**src/rtl/fp_minmax_pipe.sv**
```systemverilog
// Pipelined IEEE-754 FMIN/FMAX with RISC-V NaN and signed-zero semantics, tag passthrough.
// Optional define FP_MINMAX_FLAGS_EN adds the invalid-operation flag (sNaN input) to each result.
module fp_minmax_pipe #(
   parameter int EXP_W       = 8,
   parameter int MAN_W       = 23,
   parameter int PIPE_STAGES = 2,
   parameter int TAG_W       = 5
) (
   input  logic                     clk,
   input  logic                     rst,
   input  logic                     in_valid,
   output logic                     in_ready,
   input  logic [EXP_W+MAN_W:0]     in_a,
   input  logic [EXP_W+MAN_W:0]     in_b,
   input  logic                     in_op,
   input  logic [TAG_W-1:0]         in_tag,
   output logic                     out_valid,
   input  logic                     out_ready,
   output logic [EXP_W+MAN_W:0]     out_z,
   output logic [TAG_W-1:0]         out_tag,
   output logic                     out_nv
);

   localparam int W    = 1 + EXP_W + MAN_W;
   localparam int LAST = PIPE_STAGES - 1;
   localparam logic [W-1:0] CANON_NAN = {1'b0, {EXP_W{1'b1}}, 1'b1, {(MAN_W-1){1'b0}}};

   // Handshake: a word moves on a port in any cycle where its valid and ready are both high.
   // The whole pipe advances together, so in_ready is simply "the output slot is free or
   // being drained"; holding the output also freezes every stage behind it.
   logic advance;
   assign advance  = !out_valid || out_ready;
   assign in_ready = advance;

   logic                   a_sign, b_sign;
   logic [EXP_W+MAN_W-1:0] a_mag, b_mag;
   logic                   a_nan, b_nan;
   logic                   a_lt_b, b_lt_a;
   logic [W-1:0]           sel_z;

   assign a_sign = in_a[W-1];
   assign b_sign = in_b[W-1];
   assign a_mag  = in_a[W-2:0];
   assign b_mag  = in_b[W-2:0];
   assign a_nan  = (&in_a[W-2:MAN_W]) && (|in_a[MAN_W-1:0]);
   assign b_nan  = (&in_b[W-2:MAN_W]) && (|in_b[MAN_W-1:0]);

   // Raw {exp,man} order matches numeric order within one sign; negatives invert it.
   always_comb begin
      a_lt_b = 1'b0;
      b_lt_a = 1'b0;
      if (a_sign != b_sign) begin
         a_lt_b = a_sign;
         b_lt_a = b_sign;
      end else if (!a_sign) begin
         a_lt_b = a_mag < b_mag;
         b_lt_a = b_mag < a_mag;
      end else begin
         a_lt_b = a_mag > b_mag;
         b_lt_a = b_mag > a_mag;
      end
   end

   always_comb begin
      sel_z = in_a;
      if (a_nan && b_nan) begin
         sel_z = CANON_NAN;
      end else if (a_nan) begin
         sel_z = in_b;
      end else if (b_nan) begin
         sel_z = in_a;
      end else if (in_op) begin
         sel_z = a_lt_b ? in_b : in_a;
      end else begin
         sel_z = b_lt_a ? in_b : in_a;
      end
   end

   logic             stg_valid [PIPE_STAGES];
   logic [W-1:0]     stg_z     [PIPE_STAGES];
   logic [TAG_W-1:0] stg_tag   [PIPE_STAGES];

   always_ff @(posedge clk or posedge rst) begin
      if (rst) begin
         for (int i = 0; i < PIPE_STAGES; i++) begin
            stg_valid[i] <= 1'b0;
            stg_z[i]     <= '0;
            stg_tag[i]   <= '0;
         end
      end else if (advance) begin
         stg_valid[0] <= in_valid;
         stg_z[0]     <= sel_z;
         stg_tag[0]   <= in_tag;
         for (int i = 1; i < PIPE_STAGES; i++) begin
            stg_valid[i] <= stg_valid[i-1];
            stg_z[i]     <= stg_z[i-1];
            stg_tag[i]   <= stg_tag[i-1];
         end
      end
   end

   assign out_valid = stg_valid[LAST];
   assign out_z     = stg_z[LAST];
   assign out_tag   = stg_tag[LAST];

`ifdef FP_MINMAX_FLAGS_EN
   // Signalling NaN has the quiet bit (mantissa MSB) clear.
   logic sel_nv;
   logic stg_nv [PIPE_STAGES];

   assign sel_nv = (a_nan && !in_a[MAN_W-1]) || (b_nan && !in_b[MAN_W-1]);

   always_ff @(posedge clk or posedge rst) begin
      if (rst) begin
         for (int i = 0; i < PIPE_STAGES; i++) begin
            stg_nv[i] <= 1'b0;
         end
      end else if (advance) begin
         stg_nv[0] <= sel_nv;
         for (int i = 1; i < PIPE_STAGES; i++) begin
            stg_nv[i] <= stg_nv[i-1];
         end
      end
   end

   assign out_nv = stg_nv[LAST];
`else
   assign out_nv = 1'b0;
`endif

endmodule

```
**config.mk**
```make
export PLATFORM = sky130hd
export DESIGN_NAME = fp_minmax_pipe
export DESIGN_NICKNAME = d
export VERILOG_FILES = /design/src/rtl/fp_minmax_pipe.sv
export SDC_FILE = /design/constraint.sdc
export NUM_CORES = 1
export LEC_CHECK = 0
export BUFFER_PORTS_ARGS = -buffer_cell sky130_fd_sc_hd__buf_2
export CAP_MARGIN = 15
export CELL_PAD_IN_SITES_DETAIL_PLACEMENT = 0
export CELL_PAD_IN_SITES_GLOBAL_PLACEMENT = 2
export CORE_MARGIN = 2
export CORE_UTILIZATION = 33
export CTS_BUF_LIST = sky130_fd_sc_hd__clkbuf_8
export DETAILED_ROUTE_END_ITERATION = 7
export PLACE_DENSITY_LB_ADDON = 0.1
export REMOVE_ABC_BUFFERS = 1
export SLEW_MARGIN = 10
export SYNTH_ARGS = -nofsm -noshare
export SYNTH_HDL_FRONTEND = slang
export SYNTH_SLANG_ARGS = --single-unit
```
**constraint.sdc**
```tcl
create_clock -name clk -period 3.1 [get_ports clk]
set_input_delay 0.465 -clock clk [delete_from_list [all_inputs] [get_ports clk]]
set_output_delay 0.465 -clock clk [all_outputs]
set_load 0.02 [all_outputs]
```
== After elaboration in Yosys (flattened, before gate mapping) ==
Index checks and enable logic that the tools add are counted.
Storage, ports and cells
  logic and storage cells: 30
  output and inout bits: 40
  flip-flop bits (word level): 76
  input port bits: 74
Cells by class
  reduce and logical (&&, ||, !) cells: 9
  multiplexer cells: 10
  order comparisons: 4
  equal/unequal tests: 1
Operators by type and width (count)
  two-way mux 32 bit: 6
  greater-than comparator 31 bit: 2
  < comparator 31 bit: 2
  OR reduction 23 bit: 2
  AND reduction 8 bit: 2
  two-way mux 1 bit: 4
  logical AND 1 bit: 3
  zero test 1 bit: 1
  logical OR 1 bit: 1
  inequality test 1 bit: 1

== Depth between registers and ports, before layout ==
  depth after elaboration: 8
  depth in mapped cells: 12
  depth with buffers taken out: 10

== Worst setup path after synthesis ==
Ideal clock, no wire load.
  kind: input-to-reg
  start point: input in_a[4]
  end point: register stg_z[35] in the netlist's numbering
  cell stages on the path: 12
  arrival: 2.431 ns
  setup slack: 0.577 ns
  library setup time: 0.092 ns
  path buffers: 2
  data required time: 3.008 ns
  path through: inv_1 -> ha_1 -> a211oi_2 -> nor2_1 -> o31a_1 -> o211ai_2 -> a21bo_1 -> a211oi_2 -> buf_6 -> buf_12 -> nor2_2 -> o31ai_2
On the way
  word-level cells in the longest chain between the ends: 8
  elaborated cells between the ends (all ways): 17
  classes of those cells: order compare: 4; mux: 10; reduce/logical: 3
RTL lines
  from (decl): line 13  | input logic [EXP_W+MAN_W:0] in_a,
  < comparator 31 bit, or another cell as far along: line 57  | b_lt_a = b_mag < a_mag;
  two-way mux 1 bit: line 55  | end else if (!a_sign) begin
  two-way mux 1 bit: line 52  | if (a_sign != b_sign) begin
  two-way mux 32 bit, on equally long branches: line 75, 73
  two-way mux 32 bit: line 72  | end else if (in_op) begin
  two-way mux 32 bit: line 70  | end else if (b_nan) begin
  two-way mux 32 bit: line 68  | end else if (a_nan) begin
  two-way mux 32 bit (*): line 66  | if (a_nan && b_nan) begin
  to (signal, indexed assignment): line 96  | stg_z[i] <= stg_z[i-1];
  to (decl): line 80  | logic [W-1:0] stg_z [PIPE_STAGES];
Mark *: on every way between the ends. The rest lies on a longest branch, timed or not.
A chain may end at the register's enable or synchronous reset.

== Final worst setup path ==
  start point: input in_a[10]
  end point: register stg_z[56] in the netlist's numbering
The elaborated chain is that of the path after synthesis.

==> flow_summary.ini <==
[grt]
grt_pass1_wl_um = 23100
globalRouteMet3Util_pct = 2.63
global_route.overflow_total = 0
grt_util_all_layers_pct = 18.1
grt_util_met2_pct = 29.7
groute.layer.met1.usage_pct = 24.4
initial_antenna_violation_count = 0
grt_pass1_vias = 4393
grt-busiest-layer = met2
grt_start_max_net_pins = 71

[floorplan]
std_cell_rows = 45
floorplan.die_area_um2 = 16300
design.core.area_um2 = 15100
initial_cell_density_of_the_core_pct = 33.5
dieWidth_um = 128
die_outline_height_um = 128
io_pins = 114

[pwr]
ir_drop_mv = 0.201
p_total_mw = 3.11
p_leak_nw = 2.86
power_density_nw_per_um2 = 541

[sta]
fin_skew_ns = 0.00893
timing.final.hold_violations = 0
grt_setup_unrepaired = no
fin_crit_sh_pct = 84.8
final-max-slew-violation-count = 0
achievable-frequency_ghz = 0.380
hold-worst-slack_ns = 0.147
period_minus_slack_ns = 2.63
fin_tns_setup_ns = 0
worst_slew_margin_rel_pct = 46.3
finalWorstSetupSlack_ns = 0.471
final-setup-viol-count = 0
worstMarginPinSlew_ns = 0.806

[routing]
detail_route.iter0.violations = 260
first_pass_iters = 5
detailroute.via_count = 4425
drt-wirelength-per-cell_um = 16.6
drc = 0
drt_wl_total_um = 14400
final_antenna_net_count = 0
avgViaCountPerCell = 5.10

[synthesis]
synth_sequential_area_ratio_pct = 37.7
synthesis.yosys.warnings = 0
synthesis.area_per_instance_um2 = 8.32
netlist-cell-type-count = 46
synth.cell_area_um2 = 5050
yosys_register_bits = 76
synthCells = 607

[clocking]
path_clk_slew_ns = 0.08
numClockSinks = 76
tritoncts_clock_tree = built
clk_latency_ns = 0.37
post-cts-setup-buffer-count = 0
total_cts_buffers = 9
clock_tree.root_cell = clkbuf_8
cts.hold.buffers_added = 0
cts-htree-levels = 3
clock_tree.buffer_depth = 2
cts-resized-gates = 0

[worst_setup_path]
critPathArrivalTime_ns = 2.87
critPathSlowestCell = nor3_1
critical_path_class = input pin to register
critPathMaxStageDelay_ns = 0.40
largest_delay_contributor_family_on_the_critical_path = compound AO/OA/AOI/OAI gates
crit_required_ns = 3.35
critical-path-top-cell-by-count = o21a_1
worst_setup_path_end_kind = register
critical_path_cell_by_cell = buf_2 -> inv_1 -> ha_1 -> a21oi_1 -> o21a_1 -> o221ai_1 -> o21a_1 -> nor3_1 -> a211o_1 -> buf_12 -> nor2_1 -> o31a_1
critical_path.n_buffers_inverters = 3
cp-start-kind = input pin
critical_path_peak_fanout = 17

[finish]
final_cells = 868
num_antenna_cells = 0
area.growth.synth_to_final_pct = 14.0
utilization_pct = 38.1
layout_cell_share_with_drive_strength_beyond_1_pct = 26.3
layout.cell_area.non_filler_um2 = 5750
finish.net_count = 782

[placed_design]
placement.io_buffers = 112
placed_cells = 852
hpwl_um = 10300
place.gp.congestion = 0.826
detailedPlace.worstSlack_ns = 0.109
placement.cell_area_um2 = 5560

[status]
outcome = complete, no violations

[worst_hold_path]
min-delay-path-class = input pin to asynchronous set/reset pin

[job]
maxCapViolCount = 0
synth_stat cells, drive strengths merged:
master,instances,area (um2)
a211o,1,8.76
a211oi,2,25.0
a21bo,1,10.0
a21o,2,15.0
a21oi,20,100
a221o,22,220
a221oi,2,17.5
a31oi,1,6.26
and2b,3,22.5
buf,48,365
clkbuf,22,82.6
conb,1,3.75
dfrtp,76,1900
ha,33,413
inv,39,146
nand2,146,548
nand2b,2,12.5
nand3,5,25.0
nand3b,1,7.51
nand4,14,93.8
nor2,66,268
nor2b,6,37.5
nor3,5,30.0
nor4,12,81.3
o211ai,4,35.0
o21a,2,15.0
o21ai,30,154
o221ai,1,8.76
o22ai,6,37.5
o311ai,1,8.76
o31a,8,70.1
o31ai,23,263
or3,1,6.26
xnor2,1,8.76
layout make-up:
class | instances | area, um2
clock buffer | 9 | 124
clock inverter | 7 | 67.6
fill | 1642 | 9340
inverter | 39 | 148
multi-input combinational | 422 | 2570
sequential | 76 | 1900
tap | 188 | 235
timing repair buffer | 127 | 711
worst paths after layout:
kind / startpoint / endpoint / slack (ns) / cells after the start
min: rst / stg_z[48]$_DFFE_PP0P_ / 0.15 / 2
max in group asynchronous: rst / stg_z[40]$_DFFE_PP0P_ / 2.27 / 3
max: in_a[10] / stg_z[56]$_DFFE_PP0P_ / 0.47 / 12
max reg2reg: out_valid$_DFFE_PP0P_ / stg_z[54]$_DFFE_PP0P_ / 1.40 / 5
min reg2reg: out_z[11]$_DFFE_PP0P_ / out_z[11]$_DFFE_PP0P_ / 0.46 / 2
min in group clk: in_tag[0] / stg_tag[5]$_DFFE_PP0P_ / 0.29 / 3
state kept, by name, indices dropped and copies added, names as in the netlist:
register   count
stg_tag        5
stg_valid      1
out_z         32
stg_z         32
out_tag        5
out_valid      1
metal layers:
| metal | share of wire (%) | wire length, um |
|---|---|---|
| met1 | 49 | 7020 |
| met2 | 47 | 6760 |
| met3 | 3.2 | 466 |
| met4 | 1.3 | 189 |
| met5 | 0 | 0 |
layout by cell type, fill, tap and decap left out, drive strengths merged, types with 2 or more instances in the layout:
cell and n:
a211oi 2, a21o 2, a21oi 20, a221o 22
a221oi 2, and2b 3, buf 127, clkbuf 9
clkinv 4, clkinvlp 3, dfrtp 76, ha 33
inv 38, nand2 146, nand2b 2, nand3 5
nand4 14, nor2 66, nor2b 6, nor3 5
nor4 12, o211ai 4, o21a 2, o21ai 30
o22ai 6, o31a 8, o31ai 23
power breakdown:
part	total, mW	switching (mW)	internal (mW)
Clock	0.781	0.414	0.368
Sequential	1.31	0.105	1.20
Combinational	1.02	0.641	0.380
Total	3.11	1.16	1.95
cell families (layout without fill, tap and decap cells):
family | Yosys count | after routing | share of synthesized area (%)
XOR/XNOR | 1 | 1 | 0.174
flip-flops | 76 | 76 | 37.7
buffers and inverters | 109 | 182 | 11.8
adder cells (fa/ha/maj) | 33 | 33 | 8.18
AND/OR/NAND/NOR | 261 | 261 | 22.4
AO/OA/AOI/OAI | 126 | 126 | 19.7
other | 1 | 1 | 0.0743
Power figures use the tool's default switching activity.
